### config.mk
export PLATFORM = sky130hd
export DESIGN_NAME = gc_cordic_phase_gen
export DESIGN_NICKNAME = d
export VERILOG_FILES = /design/src/rtl/gc_cordic_phase_gen.sv
export SDC_FILE = /design/constraint.sdc
export NUM_CORES = 1
export LEC_CHECK = 0
export CORE_MARGIN = 1.5
export CORE_UTILIZATION = 50
export DETAILED_ROUTE_END_ITERATION = 10
export GPL_TIMING_DRIVEN = 0
export PLACE_DENSITY = 0.8
export SKIP_CTS_REPAIR_TIMING = 1
export SLEW_MARGIN = 20
export SYNTH_ARGS = -nofsm -noshare
export SYNTH_HDL_FRONTEND = slang
export SYNTH_SLANG_ARGS = --single-unit
### constraint.sdc
create_clock -name clk_i -period 4.3 [get_ports clk_i]
set_input_delay 0.43 -clock clk_i [delete_from_list [all_inputs] [get_ports clk_i]]
set_output_delay 0.43 -clock clk_i [all_outputs]
set_load 0.02 [all_outputs]
### src/rtl/gc_cordic_phase_gen.sv
// rtl/gc_cordic_phase_gen.sv - phase-accumulator NCO front end feeding gc_cordic in rotate mode
module gc_cordic_phase_gen #(
  parameter int g_ACC_BITS       = 32,
  parameter int g_PHASE_BITS     = 16,
  parameter int g_MAG_BITS       = 16,
  parameter int g_CORDIC_LATENCY = 17
) (
  input  logic                    clk_i,
  input  logic                    rst_i,
  input  logic                    en_i,
  input  logic [g_ACC_BITS-1:0]   ftw_i,
  input  logic [g_PHASE_BITS-1:0] pofs_i,
  input  logic [g_MAG_BITS-1:0]   mag_i,
  input  logic                    load_i,
  input  logic                    load_mode_i,
  input  logic                    sync_i,
  output logic [g_MAG_BITS-1:0]   x0_o,
  output logic [g_MAG_BITS-1:0]   y0_o,
  output logic [g_PHASE_BITS-1:0] z0_o,
  output logic                    wrap_o,
  output logic                    pending_o,
  output logic                    valid_o
);

  typedef enum logic [1:0] {
    ST_IDLE = 2'd0,
    ST_RUN  = 2'd1,
    ST_PEND = 2'd2
  } state_t;

  state_t                  state_q;

  // Active configuration used by the accumulator, and the shadow copy held for a deferred retune.
  logic [g_ACC_BITS-1:0]   ftw_q,  ftw_sh_q;
  logic [g_PHASE_BITS-1:0] pofs_q, pofs_sh_q;
  logic [g_MAG_BITS-1:0]   mag_q,  mag_sh_q;

  logic [g_ACC_BITS-1:0]   acc_q, acc_d;
  logic [g_MAG_BITS-1:0]   x0_q;
  logic [g_PHASE_BITS-1:0] z0_q;
  logic                    wrap_q;

  // Bit k set means a sample entered the CORDIC k+1 cycles ago; the top bit lines up with xn/yn.
  logic [g_CORDIC_LATENCY:0] valid_q, valid_d;

  logic                    step;
  logic [g_ACC_BITS:0]     acc_sum;
  logic                    acc_carry;
  logic [g_PHASE_BITS-1:0] phase_word;

  // Step decode, accumulator add with carry and the phase word presented to the CORDIC.
  always_comb begin
    step       = en_i && (state_q != ST_IDLE);
    acc_sum    = {1'b0, acc_q} + {1'b0, ftw_q};
    acc_carry  = acc_sum[g_ACC_BITS];
    phase_word = acc_q[g_ACC_BITS-1 -: g_PHASE_BITS] + pofs_q;
    valid_d    = {valid_q[g_CORDIC_LATENCY-1:0], step};
    if (sync_i) begin
      acc_d = '0;
    end else if (step) begin
      acc_d = acc_sum[g_ACC_BITS-1:0];
    end else begin
      acc_d = acc_q;
    end
  end

  // Configuration FSM, accumulator, registered CORDIC inputs and valid delay line.
  always_ff @(posedge clk_i) begin
    if (rst_i) begin
      state_q   <= ST_IDLE;
      ftw_q     <= '0;
      pofs_q    <= '0;
      mag_q     <= '0;
      ftw_sh_q  <= '0;
      pofs_sh_q <= '0;
      mag_sh_q  <= '0;
      acc_q     <= '0;
      x0_q      <= '0;
      z0_q      <= '0;
      wrap_q    <= 1'b0;
      valid_q   <= '0;
    end else begin
      acc_q   <= acc_d;
      valid_q <= valid_d;
      wrap_q  <= step && acc_carry && !sync_i;
      if (step) begin
        x0_q <= mag_q;
        z0_q <= phase_word;
      end
      case (state_q)
        ST_IDLE: begin
          // First configuration always takes effect at once, whatever the mode.
          if (load_i) begin
            ftw_q   <= ftw_i;
            pofs_q  <= pofs_i;
            mag_q   <= mag_i;
            state_q <= ST_RUN;
          end
        end
        ST_RUN: begin
          if (load_i && load_mode_i) begin
            ftw_sh_q  <= ftw_i;
            pofs_sh_q <= pofs_i;
            mag_sh_q  <= mag_i;
            state_q   <= ST_PEND;
          end else if (load_i) begin
            ftw_q  <= ftw_i;
            pofs_q <= pofs_i;
            mag_q  <= mag_i;
          end
        end
        ST_PEND: begin
          // A fresh load outranks a coincident wrap; a deferred load just refreshes the shadow.
          if (load_i && !load_mode_i) begin
            ftw_q   <= ftw_i;
            pofs_q  <= pofs_i;
            mag_q   <= mag_i;
            state_q <= ST_RUN;
          end else if (load_i) begin
            ftw_sh_q  <= ftw_i;
            pofs_sh_q <= pofs_i;
            mag_sh_q  <= mag_i;
          end else if (sync_i || (step && acc_carry)) begin
            ftw_q   <= ftw_sh_q;
            pofs_q  <= pofs_sh_q;
            mag_q   <= mag_sh_q;
            state_q <= ST_RUN;
          end
        end
        default: state_q <= ST_IDLE;
      endcase
    end
  end

  assign x0_o      = x0_q;
  assign y0_o      = '0;
  assign z0_o      = z0_q;
  assign wrap_o    = wrap_q;
  assign pending_o = (state_q == ST_PEND);
  assign valid_o   = valid_q[g_CORDIC_LATENCY];

endmodule

Yosys cells after proc, flatten, opt, wreduce, memory -nomap -nowiden
Cells that the tools add are included.
- bits in registers: 213
- bits in latches: 0
- bits in writable memories: 0
- memory bits (read-only): 0
- output and inout bits: 51
- memories: 0
- add/subtract/negate cells: 2
- multipliers: 0
- div/mod/pow operators: 0
- order comparisons: 0
- equality and inequality tests: 9
- shifts and indexed selects: 0
- mux-type cells: 36
- bitwise gates (word level): 0
- reduce and logical (&&, ||, !) cells: 16
- operators with widths (cell ; count):
    $mux 16 ; 16
    $mux 32 ; 8
    $pmux 16 s3 ; 2
    $pmux 32 s3 ; 1
    $pmux 16 s2 ; 2
    $pmux 32 s2 ; 1
    $add 32x32->33 ; 1
    $add 16x16->16 ; 1
    $reduce_and 4->1 ; 3
    $mux 2 ; 5
    $ne 2x2->1 const B ; 5
    $pmux 2 s3 ; 1
    $logic_and 1x1->1 ; 5
    $reduce_bool 2->1 ; 2
    $ne 3x1->1 const B ; 1
    $ne 3x2->1 const B ; 1
    $reduce_bool 3->1 ; 1
    $eq 2x1->1 const B ; 1
    $eq 2x2->1 const B ; 1
    $logic_not 1->1 ; 2
    $logic_not 2->1 ; 1
    $reduce_or 2->1 ; 1
    $logic_or 1x1->1 ; 1

Logic depth before layout (Yosys ltp)
Gate-level depths: netlist of run 1.
- word-level depth: 8
- gate-level depth with buffers: 14

Least setup slack after synthesis of run 1
OpenSTA, ideal clock, no wires.
- kind: reg2reg
- start: reg ftw_q[0]
- end: reg ftw_q[12]
- library setup time: 0.081 ns
- data arrival time: 2.841 ns
- data required time: 4.219 ns
- slack: 1.378 ns
- cell stages (with the launch flop): 15
- path buffers: 2
- cell sequence: dfxtp_1 > ha_1 > inv_1 > fa_1 > nand2b_1 > a21o_1 > a21oi_1 > a211o_1 > a31o_2 > a41oi_2 > a311oi_2 > buf_2 > buf_2 > a21oi_1 > a211oi_2
- cells in the longest elaborated chain, start to end: 5
- RTL lines (item ; RTL line ; text):
    from (decl) ; 34 ; logic [g_ACC_BITS-1:0] ftw_q, ftw_sh_q;
    from (signal assigned) ; 94 ; ftw_q <= ftw_i;
    from (signal assigned) ; 107 ; ftw_q <= ftw_i;
    from (signal assigned) ; 115 ; ftw_q <= ftw_i;
    $add 32x32->33 ; 54 ; acc_sum = {1'b0, acc_q} + {1'b0, ftw_q};
    $logic_and 1x1->1 ; 123 ; end else if (sync_i || (step && acc_carry)) begin
    $logic_or 1x1->1 ; 123 ;
    $ne 3x1->1 (no source line) ; - ;
    $reduce_and 4->1 (no source line) ; - ;
No other way between the ends.
A chain may end at the register's enable or synchronous reset.

Worst setup path after layout of run 1
- start: reg ftw_q[0]
- end: reg mag_q[14]
- cells in the longest elaborated chain, start to end: 5
- RTL lines (item ; RTL line ; text):
    $add 32x32->33 ; 54 ;
    $logic_and 1x1->1 ; 123 ;
    $logic_or 1x1->1 ; 123 ;
    $ne 3x1->1 (no source line) ; - ;
    $reduce_and 4->1 (no source line) ; - ;
    to (signal assigned) ; 109 ; mag_q <= mag_i;
    to (signal assigned) ; 117 ; mag_q <= mag_i;
    to (signal assigned) ; 126 ; mag_q <= mag_sh_q;
    to (decl) ; 36 ; logic [g_MAG_BITS-1:0] mag_q, mag_sh_q;
No other way between the ends.

==> results of run 1 <==
==> registers in the layout (all words and copies together), names as in the netlist <==
register and count:
pofs_sh_q 16, mag_sh_q 16, valid_q 18, ftw_q 32
acc_q 32, state_q 2, pofs_q 16, x0_o 16
mag_q 16, ftw_sh_q 32, wrap_o 1, z0_o 16
==> layout make-up <==
class,count,area [um2]
clock inverter,11,109
buffer,99,492
tap,275,344
inverter,15,56.3
sequential,213,4260
fill,1825,8170
multi-input combinational,921,5870
clock buffer,28,604
timing repair buffer,104,1040
==> power groups by stage <==
stage / Combinational (W) / Clock [W] / Sequential (W)
floorplan: 0.000474 / 0 / 0.00217
global placement: 0.000695 / 0 / 0.00218
detailed placement: 0.000712 / 0 / 0.00218
CTS: 0.000718 / 0.00194 / 0.00214
global route: 0.000786 / 0.00203 / 0.00215
finish: 0.000724 / 0.00192 / 0.00214
==> cells by family (layout without fill, tap and decap cells) <==
| group | after synthesis | after routing |
|---|---|---|
| and+or+nand+nor | 372 | 372 |
| xor gates and xnor gates | 30 | 30 |
| buffers and inverters | 114 | 257 |
| muxes | 66 | 66 |
| DFF | 213 | 213 |
| adders and majority gates | 49 | 49 |
| other | 1 | 16 |
| AOI/OAI and AO/OA | 388 | 388 |
==> worst paths after layout <==
check                   start           to  slack [ns]  cells after the start
hold reg to reg   valid_q[13]  valid_q[14]        0.44                      1
setup / recovery     ftw_q[0]    mag_q[14]        0.52                     14
setup reg to reg     ftw_q[0]    mag_q[14]        0.52                     14
hold / removal    valid_q[13]  valid_q[14]        0.44                      1
==> per-layer routing <==
layer | GRT usage, % | routed length [um] | up-vias
met4 | 11.5 | 1250 | 0
met3 | 3.85 | 1850 | 79
met2 | 44.3 | 13600 | 307
met1 | 33.2 | 12200 | 4452
met5 | 0 | 0 | -
li1 | - | - | 4614
==> cells in the final DEF (no fill, tap or decap), types with 7 or more instances in the layout <==
master | Yosys | layout
a211oi_2 | 60 | 60
and3_1 | 11 | 11
clkinv_2 | 0 | 8
nor3_1 | 11 | 11
clkbuf_1 | 56 | 60
conb_1 | 1 | 16
clkdlybuf4s50_1 | 0 | 104
buf_4 | 16 | 16
xor2_1 | 12 | 12
nor2b_1 | 22 | 22
nand2_1 | 231 | 231
xnor2_1 | 18 | 18
buf_6 | 7 | 7
a21o_1 | 17 | 17
dfxtp_1 | 213 | 213
buf_1 | 14 | 14
nor3b_1 | 7 | 7
a211oi_1 | 17 | 17
ha_1 | 47 | 47
mux2i_1 | 66 | 66
inv_1 | 15 | 15
nor2_1 | 46 | 46
o21a_1 | 9 | 9
nand3_1 | 13 | 13
clkbuf_16 | 0 | 23
o21ai_0 | 28 | 28
a21oi_1 | 223 | 223
==> stage by stage <==
step / worst slack (ns) / instances / hold slack (ns) / power [W] / utilization, %
2_1_floorplan: 1.38 / 1248 / 0.414 / 0.00264 / -
5_1_grt: 0.332 / 1666 / 0.451 / 0.00496 / 61.0
6_report: 0.520 / 1666 / 0.437 / 0.00478 / 61.0
3_3_place_gp: 0.680 / 1627 / 0.418 / 0.00287 / 57.6
3_5_place_dp: 0.653 / 1627 / 0.426 / 0.00289 / 57.6
4_1_cts: 0.617 / 1666 / 0.430 / 0.00479 / 61.0
==> summary.txt, run 1 <==
Synthesis
  • Mux contribution to synthesized area: 6.22%
  • Synth area leaders: dfxtp_1, a21oi_1, nand2_1
  • Yosys cell types: 60
  • Post-synth top flop: dfxtp_1
  • Synth Register Bits: 213
  • Synth Area in Adders: 5.91%
  • Post-synth EDFFs: 0
  • Post-synth top cells: nand2_1, a21oi_1, dfxtp_1
  • Netlist Area Pre-Place: 10,600 um2
  • Register area share after synthesis: 40.1%
  • Cells after Synth: 1,233
  • Main combinational cell family by area after synthesis: compound AO/OA/AOI/OAI gates
  • Top cell type's share of synthesized area: 40.1%
  • Synth Area in Compound Gates: 24.8%
  • Yosys warning total: 0
  • Most numerous cell in the Yosys netlist: nand2_1
  • Synth area leader: dfxtp_1
  • Asr flop ratio synth: 0%
  • Avg Cell Area, Syn: 8.62 um2
  • Post-synthesis xor/xnor area fraction: 2.47%
  • Simple-gate portion of the synthesized area: 15.3%

Worst setup path
  • Slowest cell delay on critical path: 0.38 ns
  • Critical path peak fanout: 10
  • Worst setup SP type: flop
  • CP delay by family, top: compound AO/OA/AOI/OAI gates
  • WP buf/inv: 3
  • CP Capture Type: flop
  • Critical-path top delay cell: dfxtp_1
  • WS Path Type: reg2reg
  • Crit-path cells: ha_1 > inv_1 > fa_1 > nand2b_1 > a21o_1 > a21oi_1 > a211o_1 > a31o_2 > a41oi_2 > a311oi_2 > buf_2 > buf_2 > a21oi_1 > a211oi_2
  • CP Data Required Time: 4.73 ns
  • Crit path DAT: 4.21 ns

Min path
  • HP Class: reg2reg

CTS
  • Clk root buf: clkbuf_16
  • Clock slew at reported path FFs: 0.06 ns
  • CTS tree: yes
  • Number of CTS-inserted buffers: 23
  • Worst-Skew Late Latency: 0.51 ns
  • Clk buf depth: 3
  • H-tree depth: 1
  • Sink Count: 213

GRT
  • First-pass GRT wire length: 46,000 um
  • Grt ovf: 0
  • Largest net degree at the start of global routing: 14
  • Total track usage: 26.2%
  • Number of global-route vias before repair: 9,053
  • Antenna violations before repair: 0

Cells and area
  • Final nets: 1,496
  • Share of cells above drive strength 1: 9.71%
  • Area grow syn2layout: 20.3%
  • Post-route cell area: 12,800 um2
  • ANT cells: 0

Die
  • Row cnt: 53
  • Boundary pin count: 121
  • Die area: 22,100 um2
  • Die Span Y: 149 um
  • Initial core utilization: 50.7%
  • Core area: 21,000 um2
  • Chip width: 149 um

Timing
  • Fmax: 0.265 GHz
  • Tmin final: 3.78 ns
  • Setup TNS: 0 ns
  • Pins Over Slew Limit: 0
  • Least-Margin Pin Slew: 0.888 ns
  • Clock skew: 0.0104 ns
  • RSZ-0062 raised after global routing: false
  • Endpoints failing hold: 0
  • Setup violators final: 0
  • Fin crit share: 87.9%
  • Worst slew margin: 40.8%

Detailed routing
  • Via count: 9,452
  • Initial drt markers: 633
  • Wire length per cell: 17.4 um
  • Post-route DRC: 0
  • DRT antenna net count: 0
  • Drt pass-1 iters: 6
  • Post-Route WL: 29,000 um
  • Post-DR vias/cell: 5.67

Power
  • Sw Pwr: 0.00129 W
  • PD cells: 374 nW/um2
  • Internal power: 0.00348 W
  • Net Sw Frac: 27.1%
  • Clock power frac: 40.1%
  • Leakage: 5.24 nW
  • Combinational Power Share: 15.2%
  • Max IR drop VDD: 0.262 mV
  • Sequential share of power: 44.8%

Flow run
  • Maxcap violations: 0

Outcome
  • Outcome: complete, no violations

Place
  • Port Buf Inserts: 104
  • Placement-stage cell area: 12,100 um2
  • Detailed placement HPWL: 20,900 um
  • Routability Congestion: 0.979
No activity file was read; power rests on OpenSTA's default activity.
==> run 2: changes to the inputs <==
==> constraint.sdc (replaced) <==
create_clock -name clk_i -period 4.7 [get_ports clk_i]
set_input_delay 0.94 -clock clk_i [delete_from_list [all_inputs] [get_ports clk_i]]
set_output_delay 0.94 -clock clk_i [all_outputs]
set_load 0.02 [all_outputs]
==> results of run 2 <==
Same layout as run 1 (identical final DEF). Status: complete, no violations.
Among the figures that moved: setup slack after placement 0.653 ns -> 0.915 ns; setup slack after layout 0.520 ns -> 0.920 ns; register-to-register setup slack 0.52 ns -> 0.92 ns; total power 0.00478 W -> 0.00437 W; worst IR drop on VDD 0.262 mV -> 0.240 mV
